$ cat config.mk
export PLATFORM = sky130hd
export DESIGN_NAME = multicycle_control
export DESIGN_NICKNAME = d
export VERILOG_FILES = /design/src/rtl/multicycle_control.sv
export SDC_FILE = /design/constraint.sdc
export NUM_CORES = 1
export LEC_CHECK = 0
export CELL_PAD_IN_SITES_DETAIL_PLACEMENT = 1
export CELL_PAD_IN_SITES_GLOBAL_PLACEMENT = 1
export CORE_UTILIZATION = 28
export DETAILED_ROUTE_END_ITERATION = 7
export PLACE_DENSITY_LB_ADDON = 0.1
export SETUP_SLACK_MARGIN = 0.15
export SLEW_MARGIN = 20
export SYNTH_ARGS = -nofsm -noshare
export SYNTH_HDL_FRONTEND = slang
export SYNTH_SLANG_ARGS = --single-unit
$ cat constraint.sdc
create_clock -name clk -period 1.3 [get_ports clk]
set_input_delay 0.195 -clock clk [delete_from_list [all_inputs] [get_ports clk]]
set_output_delay 0.195 -clock clk [all_outputs]
set_load 0.03 [all_outputs]
$ cat src/rtl/multicycle_control.sv
// Multicycle MIPS-subset control unit: a 12-state Moore FSM that sequences
// fetch, decode and per-instruction execute/writeback steps, and produces
// the datapath enables, selects and the ALU operation code.
module multicycle_control #(
  parameter bit ENABLE_BNE = 1'b1
) (
  input  logic       clk,
  input  logic       rst_n,
  input  logic [5:0] Op,
  input  logic [5:0] Funct,
  input  logic       Zero,
  output logic       IorD,
  output logic       MemWrite,
  output logic       IRWrite,
  output logic       RegDst,
  output logic       MemtoReg,
  output logic       RegWrite,
  output logic       ALUSrcA,
  output logic       PCEn,
  output logic [1:0] ALUSrcB,
  output logic [1:0] PCSrc,
  output logic [2:0] AluCon,
  output logic [3:0] state
);

  localparam logic [3:0] FETCH  = 4'd0;
  localparam logic [3:0] DECODE = 4'd1;
  localparam logic [3:0] MEMADR = 4'd2;
  localparam logic [3:0] MEMRD  = 4'd3;
  localparam logic [3:0] MEMWB  = 4'd4;
  localparam logic [3:0] MEMWR  = 4'd5;
  localparam logic [3:0] EXEC   = 4'd6;
  localparam logic [3:0] ALUWB  = 4'd7;
  localparam logic [3:0] BRANCH = 4'd8;
  localparam logic [3:0] ADDIEX = 4'd9;
  localparam logic [3:0] ADDIWB = 4'd10;
  localparam logic [3:0] JUMP   = 4'd11;

  localparam logic [5:0] OP_RTYPE = 6'b000000;
  localparam logic [5:0] OP_LW    = 6'b100011;
  localparam logic [5:0] OP_SW    = 6'b101011;
  localparam logic [5:0] OP_BEQ   = 6'b000100;
  localparam logic [5:0] OP_BNE   = 6'b000101;
  localparam logic [5:0] OP_ADDI  = 6'b001000;
  localparam logic [5:0] OP_J     = 6'b000010;

  localparam logic [2:0] ALU_ADD = 3'b010;
  localparam logic [2:0] ALU_SUB = 3'b110;
  localparam logic [2:0] ALU_AND = 3'b000;
  localparam logic [2:0] ALU_OR  = 3'b001;
  localparam logic [2:0] ALU_SLT = 3'b111;

  logic [3:0] r_state;
  logic [3:0] w_next;
  logic [5:0] r_op;

  logic       w_iord;
  logic       w_memwrite;
  logic       w_irwrite;
  logic       w_regdst;
  logic       w_memtoreg;
  logic       w_regwrite;
  logic       w_alusrca;
  logic       w_pcen;
  logic [1:0] w_alusrcb;
  logic [1:0] w_pcsrc;
  logic [2:0] w_alucon;

  // State register; reset forces FETCH even mid-instruction.
  always_ff @(posedge clk or negedge rst_n) begin
    if (!rst_n) begin
      r_state <= FETCH;
    end else begin
      r_state <= w_next;
    end
  end

  // Capture the opcode in DECODE so later states ignore a changing IR input.
  always_ff @(posedge clk or negedge rst_n) begin
    if (!rst_n) begin
      r_op <= 6'b000000;
    end else if (r_state == DECODE) begin
      r_op <= Op;
    end
  end

  // Next-state logic; DECODE dispatches on live Op, later states on r_op.
  always_comb begin
    w_next = FETCH;
    case (r_state)
      FETCH:  w_next = DECODE;
      DECODE: begin
        if (Op == OP_LW || Op == OP_SW) begin
          w_next = MEMADR;
        end else if (Op == OP_RTYPE) begin
          w_next = EXEC;
        end else if (Op == OP_BEQ || (ENABLE_BNE && Op == OP_BNE)) begin
          w_next = BRANCH;
        end else if (Op == OP_ADDI) begin
          w_next = ADDIEX;
        end else if (Op == OP_J) begin
          w_next = JUMP;
        end else begin
          w_next = FETCH;
        end
      end
      MEMADR: w_next = (r_op == OP_SW) ? MEMWR : MEMRD;
      MEMRD:  w_next = MEMWB;
      EXEC:   w_next = ALUWB;
      ADDIEX: w_next = ADDIWB;
      default: w_next = FETCH;
    endcase
  end

  // Moore outputs per state; PCEn alone also looks at Zero during BRANCH.
  always_comb begin
    w_iord     = 1'b0;
    w_memwrite = 1'b0;
    w_irwrite  = 1'b0;
    w_regdst   = 1'b0;
    w_memtoreg = 1'b0;
    w_regwrite = 1'b0;
    w_alusrca  = 1'b0;
    w_pcen     = 1'b0;
    w_alusrcb  = 2'b00;
    w_pcsrc    = 2'b00;
    w_alucon   = ALU_ADD;
    case (r_state)
      FETCH: begin
        w_irwrite = 1'b1;
        w_alusrcb = 2'b01;
        w_pcen    = 1'b1;
      end
      DECODE: w_alusrcb = 2'b11;
      MEMADR, ADDIEX: begin
        w_alusrca = 1'b1;
        w_alusrcb = 2'b10;
      end
      MEMRD: w_iord = 1'b1;
      MEMWB: begin
        w_memtoreg = 1'b1;
        w_regwrite = 1'b1;
      end
      MEMWR: begin
        w_iord     = 1'b1;
        w_memwrite = 1'b1;
      end
      EXEC: begin
        w_alusrca = 1'b1;
        case (Funct)
          6'b100000: w_alucon = ALU_ADD;
          6'b100010: w_alucon = ALU_SUB;
          6'b100100: w_alucon = ALU_AND;
          6'b100101: w_alucon = ALU_OR;
          6'b101010: w_alucon = ALU_SLT;
          default:   w_alucon = ALU_ADD;
        endcase
      end
      ALUWB: begin
        w_regdst   = 1'b1;
        w_regwrite = 1'b1;
      end
      BRANCH: begin
        w_alusrca = 1'b1;
        w_alucon  = ALU_SUB;
        w_pcsrc   = 2'b01;
        w_pcen    = (r_op == OP_BNE) ? ~Zero : Zero;
      end
      ADDIWB: w_regwrite = 1'b1;
      JUMP: begin
        w_pcsrc = 2'b10;
        w_pcen  = 1'b1;
      end
      default: ;
    endcase
  end

  // Write enables are suppressed while reset is held; state is FETCH then.
  assign IRWrite  = w_irwrite & rst_n;
  assign PCEn     = w_pcen & rst_n;
  assign MemWrite = w_memwrite & rst_n;
  assign RegWrite = w_regwrite & rst_n;
  assign IorD     = w_iord;
  assign RegDst   = w_regdst;
  assign MemtoReg = w_memtoreg;
  assign ALUSrcA  = w_alusrca;
  assign ALUSrcB  = w_alusrcb;
  assign PCSrc    = w_pcsrc;
  assign AluCon   = w_alucon;
  assign state    = r_state;

endmodule

==> reports/results.txt, run 1 <==
Synth area leaders: dfrtp_1, mux2_2, nor3_1
CTS max path bufs: 2
Post-CTS Setup Repair Bufs: 17
Buffers on Ports: 33
placed insts: 188
cts repair resizes: 79
Synth top cells by count: dfrtp_1, nor2_1, mux2_2, nor3_1, nand2_1
initial cell density of the core: 29.9%
post-DP HPWL: 2430 um
syn nets: 102
outcome: did not finish
clock sinks: 10
Final Wtd Congestion: 0.709
Yosys cell types: 45
top cell type's share of synthesized area: 30.1%
gate count after technology mapping: 87
Seq/Total Area, Yosys: 30.1%
clock root cell: clkbuf_4
CTS H-tree lvls: 1
Rows: 19
# IOs: 34
Async SR Flop Fraction: 100%
mapped cell area: 832 sq um
first error in the log: [ERROR DPL-0033] detailed placement checks failed during check placement.
Die W: 56.5 um
largest area contributor in the netlist: dfrtp_1
EDFF count, synth: 0
Syn Area/Cell: 9.56 sq um
most frequent cell after synthesis: dfrtp_1
post-synthesis sequential element count: 10
CTS hold repair buffers: 0
Top FF cell, synth: dfrtp_1
Fail Step: 4_1_cts
Die H: 56.5 um
CTS Buf Count: 3
synth warn: 0
## stage by stage
stage	TNS (ns)	area, sq um	setup WS, ns
3_3_place_gp	-5.50	1640	-0.522
2_1_floorplan	-3.28	1020	-0.625
3_5_place_dp	-6.11	1640	-0.581
## cell families after synthesis
| logic type | count (synthesis) | share of synthesized area (%) |
|---|---|---|
| simple gates | 42 | 35.2 |
| compound gates | 19 | 19.7 |
| flops | 10 | 30.1 |
| buf+inv | 8 | 4.81 |
| mux | 6 | 8.12 |
| xor+xnor | 2 | 2.11 |
==> inputs of run 2 (changes only) <==
==> config.mk (replaced) <==
export PLATFORM = sky130hd
export DESIGN_NAME = multicycle_control
export DESIGN_NICKNAME = d
export VERILOG_FILES = /design/src/rtl/multicycle_control.sv
export SDC_FILE = /design/constraint.sdc
export NUM_CORES = 1
export LEC_CHECK = 0
export CORE_AREA = 2 2 63 65
export DETAILED_ROUTE_END_ITERATION = 7
export DIE_AREA = 0 0 65 67
export PLACE_DENSITY_LB_ADDON = 0.15
export SLEW_MARGIN = 20
export SYNTH_ARGS = -nofsm -noshare
export SYNTH_HDL_FRONTEND = slang
export SYNTH_SLANG_ARGS = --single-unit
==> constraint.sdc (replaced) <==
create_clock -name clk -period 1.7 [get_ports clk]
set_input_delay 0.255 -clock clk [delete_from_list [all_inputs] [get_ports clk]]
set_output_delay 0.255 -clock clk [all_outputs]
set_load 0.03 [all_outputs]
==> run 2 against run 1 <==
- synthesized cell count is the same
- synthesized area is the same
- the flow now finishes, with violations (negative setup slack)
==> reports/results.txt, run 2 <==
post-synthesis compound-gate area fraction: 19.7%
post-DP HPWL: 1960 um
syn nets: 102
clock-pin slew on the worst setup and hold paths: 0.05 ns
Setup Viol. Count Final: 7
Yosys cell types: 45
largest area contributor in the netlist: dfrtp_1
gate count after technology mapping: 87
Largest register FFs: 6
Post-Synth Simple-Gate Area: 35.2%
RSZ-0062 raised after global routing: true
max-cap violations: 0
die footprint: 4360 sq um
Synth Area in Adders: 0%
Reg2Reg Depth: 4
power consumption: 2.18 mW
most frequent cell after synthesis: dfrtp_1
CP endpoint kind: primary output
largest net degree at the start of global routing: 12
setup slack, reg-to-reg: 0.09 ns
failing checks: negative setup slack
vias in the first global route: 907
Top FF cell, synth: dfrtp_1
max-slew violations: 0
Setup Crit Path Kind: register to primary output
main combinational cell family by area after synthesis: simple AND/OR/NAND/NOR gates
proportion of synthesized area in mux cells: 8.12%
Final Wtd Congestion: 0.806
most common cell after layout, fill and taps aside: buf_4
CTS H-tree lvls: 1
synth warn: 0
setup TNS: -0.799 ns
Rows: 22
footprint of the multi-input gates: 631 sq um
Die H: 67 um
share of layout cells above drive strength 1: 60.4%
CTS max path bufs: 2
Async SR Flop Fraction: 100%
# IOs: 34
Area Overhead vs Synth: 98.6%
Achievable Freq: 510 MHz
PD cells: 1320 nW/um^2
HP Class: primary input to asynchronous set/reset pin
CTS tree: built
drt first pass iters: 4
EDFF count, synth: 0
CTS Buf Count: 3
Vias: 957
Clock Skew: 0.0106 ns
worst IR drop on VDD: 0.717 mV
most frequent cells in the layout: buf_4, buf_6, clkdlybuf4s50_1
Syn Area/Cell: 9.56 sq um
startpoint type of the worst setup path: register
Post-Place Cell Area: 1390 sq um
PnR worst setup slack: -0.259 ns
Starting DRT DRC Count: 9
Req. time, crit path: 1.44 ns
clock root cell: clkbuf_8
later-pin clock latency in the skew report: 0.24 ns
Reg with most FFs: r_op
Core Area: 3610 sq um
Worst Path Max Fanout: 2
Post-Route WL: 2600 um
final antenna-violating net count: 0
final hold violations: 0
ANT cells: 0
Worst slew margin: 77.4%
leakage: 0.723 nW
Seq/Total Area, Yosys: 30.1%
first-pass GRT wire length: 4140 um
Seq. cell area: 255 sq um
final instance area: 1650 sq um
post-synthesis sequential element count: 10
Fill cells: 378
nets: 175
Tmin final: 1.96 ns
Vias/cell: 4.62
Synth top cells by count: dfrtp_1, nor2_1, mux2_2, nor3_1, nand2_1
GRT Residual Overflow: 0
clock sinks: 10
mapped cell area: 832 sq um
DRC: 0
Tcrit/Tclk final: 115%
initial antenna violation count: 0
Buffers on Ports: 33
WL/cell: 12.6 um
crit path DAT: 1.70 ns
pre-CTS WS: -0.222 ns
CTS hold repair buffers: 0
Tot GR Track Use: 12.4%
Synth area leaders: dfrtp_1, mux2_2, nor3_1
Slew @ Worst Pin: 0.338 ns
top cell type's share of synthesized area: 30.1%
Die W: 65 um
Post-Synth XOR/XNOR Area: 2.11%
initial cell density of the core: 23.1%
outcome: complete, but fails checks
[run 2: cell counts after synthesis]
Identical to the previous run, type by type.
[run 2: cell families (layout without fill, tap and decap cells)]
family,after synthesis,count (layout)
compound gates,19,19
xor+xnor,2,2
buf+inv,8,80
flops,10,10
mux,6,6
simple gates,42,42
[run 2: layout make-up]
type	instances	area share [%]
Tap cell	48	3.63
Multi-Input combinational cell	69	38.2
Inverter	4	0.908
Clock buffer	4	3.33
Sequential cell	10	15.4
Timing Repair Buffer	72	38.5
[run 2: critical path, stage by stage, from the launching register on]
cell and delay, ns:
dfrtp_1 0.39, or4b_4 0.56, buf_6 0.14, o311ai_4 0.21, buf_6 0.17
[run 2: path summary, 6_finish.rpt]
| path | start | to |
|---|---|---|
| max | r_op[5] | PCEn |
| min | rst_n | r_op[4] |
| max reg2reg | state[3] | r_op[5] |
| min reg2reg | r_op[4] | r_op[4] |
| max in group asynchronous | rst_n | r_op[0] |
| min in group clk | r_op[4] | r_op[4] |
[run 2: through the flow]
step                utilization (%)  hold WS (ns)  instances
floorplan                         -       -0.0406         87
global placement               38.4         0.507        187
detailed placement             38.4         0.512        187
CTS                            44.0         0.419        201
global route                   45.8         0.409        207
finish                         45.8         0.397        207
[run 2: repair_timing]
| item | 4_1_cts | 5_1_grt |
|---|---|---|
| pin swaps | 10 | 7 |
| setup endpoints to repair | 12 | 12 |
| resized for setup | 29 | 11 |
| buffers inserted | 10 | 7 |
| cloned | 0 | 0 |
[run 2: where the power goes]
group / internal [mW] / switching (mW)
Clock: 0.204 / 0.0939
Sequential: 0.344 / 0.100
Combinational: 0.787 / 0.655
[run 2: metal layers]
| layer | vias up | wire, um | share of wire, % | global-route usage (%) |
|---|---|---|---|---|
| met1 | 452 | 1080 | 42 | 13.3 |
| met4 | 0 | 25 | 0.96 | 3.99 |
| met3 | 4 | 120 | 4.6 | 2.53 |
| met5 | - | 0 | 0 | 0 |
| met2 | 25 | 1370 | 53 | 24.1 |
| li1 | 476 | - | - | - |
(Power assumes the default switching activity.)
==> RTL change 1, RTL diff (settings of run 2) <==
The parameter `ENABLE_BNE` goes from 1'b1 to 1'b0.
--- a/src/rtl/multicycle_control.sv
+++ b/src/rtl/multicycle_control.sv
@@ -3,5 +3,5 @@
 // the datapath enables, selects and the ALU operation code.
 module multicycle_control #(
-  parameter bit ENABLE_BNE = 1'b1
+  parameter bit ENABLE_BNE = 1'b0
 ) (
   input  logic       clk,
Check against the original RTL: not equivalent (Yosys sat finds a counterexample within 4 cycles, from zero or initial values and one cycle with rst_n low).
==> RTL change 1 against run 2 <==
  * The flow still finishes with violations (negative setup slack)
  * Area after synthesis decreased by 6.5%
  * Total power is 3.1% higher
  * Sequential cell count stayed put
  * Routed wire length down 1.2%
  * First-iteration DRC count grew to 3.4 times the old value
  * Combinational power rose by 3%
  * Die area unchanged
  * Synthesized cell count unchanged
  * Utilization fell by 3.7 points
  * Non-clock buffer count decreased by 13
  * Final area fell by 8.1%
  * Via count decreased by 7.7%
  * Setup slack gained 200 ps
  * Global-route usage grew 0.071 points
==> RTL change 1: results <==
[placement]
place_congestion = 0.787
place_inst = 181
place.port_buffers = 33
dpl.hpwl_mm = 2.09

[final_layout]
top_register = "r_op"
nNetsFinal = 162
drive_above_1_share_pct = 52.1

[critical_path]
max_stage_delay_ps = 410
cp_data_arrival_time_ps = 1510
critPathSlowestCell = "dfrtp_2"
path_max_fanout = 7

[hold_path]
holdCritPathClass = "flip-flop to flip-flop"

[grt]
met2_usage_pct = 23.2
grt_pass1_vias = 880
grt_usage_pct = 12.5
grtUsageMet1_pct = 15.0
grt_antenna_before_repair = 0
grt_pass1_wl_mm = 4.23
met3_usage_pct = 2.20
grt_max_degree = 11

[clock_tree]
cts_buffers = 3
htreeDepth = 1
clock_latency_ps = 230
hold_buffers = 0
clk_path_buf_depth = 2

[timing]
finalSetupViolations = 4
max_slew_margin_pct = 70.6
finClkSkew_ps = 2.84
fin_tns_setup_ps = -149
postLayoutSetupSlackWorst_ps = -62.6

[power]
p_leak_nw = 0.654
vdd_drop_max_mv = 0.662

[logic_synthesis]
synth_area_leaders = "dfrtp_1, mux2_2, nand2b_1"
synthArstFlopShare_pct = 100
synth_common_cells = "dfrtp_1, nor2_1, mux2_2, nand2b_1, inv_1"
synth-seq-area-share_pct = 32.2
synth-edff-count = 0
synth.distinct_cells = 41

[route]
first_iter_violations = 31
drt-vias-per-instance = 4.55
routed_wl_mm = 2.57
wl_per_cell_um = 13.2

[outcome]
violations = "negative setup slack"
status = "finished with violations"
## RTL change 1: kinds of logic (layout without fill, tap and decap cells)
kind of cell,Yosys count,in the layout,share of synthesized area (%)
compound gates,17,17,15.4
xor+xnor,3,3,3.38
buf+inv,9,68,6.11
flops,10,10,32.2
mux,6,6,8.68
simple gates,42,42,34.3
## RTL change 1: critical path: cells and delay by family, from the launching register on
kind          cells  cell delay [ps]
flops             1              410
buf+inv           3              450
simple gates      3              410
## RTL change 1: final cells by class
type | instances | area (um^2)
clock buffer | 4 | 55.1
fill | 371 | 2090
inverter | 5 | 18.8
multi-input combinational | 68 | 607
sequential | 10 | 253
tap | 48 | 60.1
timing repair buffer | 59 | 526
## RTL change 1: worst paths after layout
check / from / endpoint / slack, ps / cells after the start
worst max-delay path: state[1] / AluCon[0] / -60 / 6
worst min-delay path: r_op[0] / r_op[0] / 510 / 1
worst max register to register: state[3] / r_op[5] / 100 / 5
worst min register to register: r_op[0] / r_op[0] / 510 / 1
max in group asynchronous: rst_n / state[1] / 980 / 3
min in group asynchronous: rst_n / state[0] / 560 / 3
## RTL change 1: per-layer routing
metal	vias to the layer above	wire, um
met5	-	0
met4	0	8
met3	2	147
met2	30	1320
met1	409	1090
li1	442	-
## RTL change 1: report_power, final
group	switching, mW	internal [mW]
registers	0.113	0.349
logic	0.726	0.768
clock network	0.0907	0.203
## RTL change 1: per-stage QoR
step           setup WS [ps]  instance area, um^2
6_report               -62.6                 1520
5_1_grt                 -169                 1520
4_1_cts                -63.3                 1470
3_5_place_dp            -319                 1260
3_3_place_gp            -277                 1260
2_1_floorplan          -27.5                  818
## RTL change 1: repair_timing
item | CTS | global route
buffers inserted | 8 | 1
pin swaps | 6 | 3
resized for setup | 26 | 11
endpoints found under the setup margin | 9 | 10
cloned | 0 | 0
==> RTL change 2, RTL diff (config.mk and constraints of run 2) <==
Without the edit above. Add an input register stage for `Op`, `Funct` and `Zero`, without a reset; this delays them by one clock.
--- a/src/rtl/multicycle_control.sv
+++ b/src/rtl/multicycle_control.sv
@@ -51,4 +51,14 @@
   localparam logic [2:0] ALU_SLT = 3'b111;
 
+  logic [5:0] Op_q;
+  logic [5:0] Funct_q;
+  logic Zero_q;
+
+  always_ff @(posedge clk) begin
+    Op_q    <= Op;
+    Funct_q <= Funct;
+    Zero_q  <= Zero;
+  end
+
   logic [3:0] r_state;
   logic [3:0] w_next;
@@ -81,5 +91,5 @@
       r_op <= 6'b000000;
     end else if (r_state == DECODE) begin
-      r_op <= Op;
+      r_op <= Op_q;
     end
   end
@@ -91,13 +101,13 @@
       FETCH:  w_next = DECODE;
       DECODE: begin
-        if (Op == OP_LW || Op == OP_SW) begin
+        if (Op_q == OP_LW || Op_q == OP_SW) begin
           w_next = MEMADR;
-        end else if (Op == OP_RTYPE) begin
+        end else if (Op_q == OP_RTYPE) begin
           w_next = EXEC;
-        end else if (Op == OP_BEQ || (ENABLE_BNE && Op == OP_BNE)) begin
+        end else if (Op_q == OP_BEQ || (ENABLE_BNE && Op_q == OP_BNE)) begin
           w_next = BRANCH;
-        end else if (Op == OP_ADDI) begin
+        end else if (Op_q == OP_ADDI) begin
           w_next = ADDIEX;
-        end else if (Op == OP_J) begin
+        end else if (Op_q == OP_J) begin
           w_next = JUMP;
         end else begin
@@ -148,5 +158,5 @@
       EXEC: begin
         w_alusrca = 1'b1;
-        case (Funct)
+        case (Funct_q)
           6'b100000: w_alucon = ALU_ADD;
           6'b100010: w_alucon = ALU_SUB;
@@ -165,5 +175,5 @@
         w_alucon  = ALU_SUB;
         w_pcsrc   = 2'b01;
-        w_pcen    = (r_op == OP_BNE) ? ~Zero : Zero;
+        w_pcen    = (r_op == OP_BNE) ? ~Zero_q : Zero_q;
       end
       ADDIWB: w_regwrite = 1'b1;
Formal check against the unedited RTL: not equivalent (Yosys sat finds a counterexample within 4 cycles, from zero or initial values and one cycle with rst_n low).
==> RTL change 2 against run 2 <==
  * The run still ends with negative setup slack left
  * Setup slack lost 73 ps
  * Sequential cell count is 13 higher
  * Total power grew 15%
  * Area after synthesis is 25% higher
  * Non-clock buffer count is 11 lower
  * Die area did not move
  * Final area grew 10%
  * First-iteration DRC count increased to 2.8 times the old value
  * Utilization up 4.7 points
  * Via count is 2.9% higher
  * Routed wire length grew 11%
  * Largest power group unchanged
==> RTL change 2: results <==
[timing]
worst_slew_pin_slew_ps = 410
postLayoutSetupSlackWorst_ps = -331
fin_tns_setup_ps = -1260
finalSetupViolations = 7
finClkSkew_ps = 7.72

[placement]
dpl.hpwl_mm = 2.06
place_congestion = 0.723

[grt]
grt_pass1_wl_mm = 4.51
grt_max_degree = 16
grt_usage_pct = 13.8

[logic_synthesis]
synthCells = 98
synth.distinct_cells = 42
synth_common_cells = "dfxtp_1, dfrtp_1, nor2_1"
yosys_most_used_dff = "dfxtp_1"
synth-seq-area-share_pct = 48.9
synth_area_leaders = "dfxtp_1, dfrtp_1, mux2_2"
synth_nets = 113
synthArstFlopShare_pct = 43.5

[route]
drt-vias-per-instance = 4.76
first_iter_violations = 25
drt_pass1_iterations = 2
wl_per_cell_um = 13.9

[outcome]
violations = "negative setup slack"
status = "finished with violations"

[power]
clock_power_share_pct = 12.9
switching_share_pct = 36.9
vdd_drop_max_mv = 0.807
p_leak_nw = 0.794

[clock_tree]
clock_latency_ps = 260
clk_pin_slew_ps = 80

[final_layout]
nFillCells = 334

[critical_path]
cp_data_arrival_time_ps = 1780
==> RTL change 2: changes by cell type after synthesis, sizes merged, moves of 2 or more <==
| cell | change |
|---|---|
| and3 | +2 |
| nor3b | -2 |
| nor4bb | +2 |
| a31oi | +2 |
| nor3 | -2 |
| dfxtp | +13 |
==> RTL change 2: timing repair <==
| item | CTS | global route |
|---|---|---|
| gates resized for setup | 26 | 19 |
| endpoints found under the setup margin | 13 | 10 |
| pin swaps | 7 | 5 |
| buffers inserted | 0 | 11 |
| cloned | 0 | 1 |
==> RTL change 2: cell type report <==
type	instances	area (um^2)	area share, %
timing repair buffer	61	606	33.2
multi-input combinational	66	576	31.6
sequential	23	515	28.3
tap	48	60.1	3.30
clock buffer	3	41.3	2.27
inverter	5	18.8	1.03
clock inverter	1	5.00	0.275
==> RTL change 2: path summary, 6_finish.rpt <==
path,endpoint,from,cells past startpoint,slack [ps]
min,r_op[3],rst_n,2,400
min reg2reg,r_op[4],r_op[4],1,540
max reg2reg,r_op[3],state[2],5,40
max,PCEn,r_op[3],4,-330
max in group asynchronous,state[0],rst_n,3,1060
min in group clk,Op_q[3],Op[3],1,430
==> RTL change 2: metal layers <==
layer,routed length (um),up-vias,global-route usage (%)
met3,118,2,3.89
met4,14,0,3.19
met2,1490,25,25.4
li1,-,485,-
met1,1250,473,15.6
met5,0,-,0
==> RTL change 2: metrics by stage <==
stage	total power, mW	hold WS [ps]	area, um^2	worst slack (ps)
global route	2.66	408	1820	-386
finish	2.51	405	1820	-331
global placement	1.87	518	1550	-377
detailed placement	1.89	524	1550	-404
floorplan	1.44	-40.6	1090	-286
CTS	2.30	398	1650	-362
==> RTL change 2: kinds of logic after synthesis <==
logic type / synth area share (%)
compound gates: 12.8
mux: 6.47
flops: 48.9
xor+xnor: 1.68
buf+inv: 3.84
simple gates: 26.3
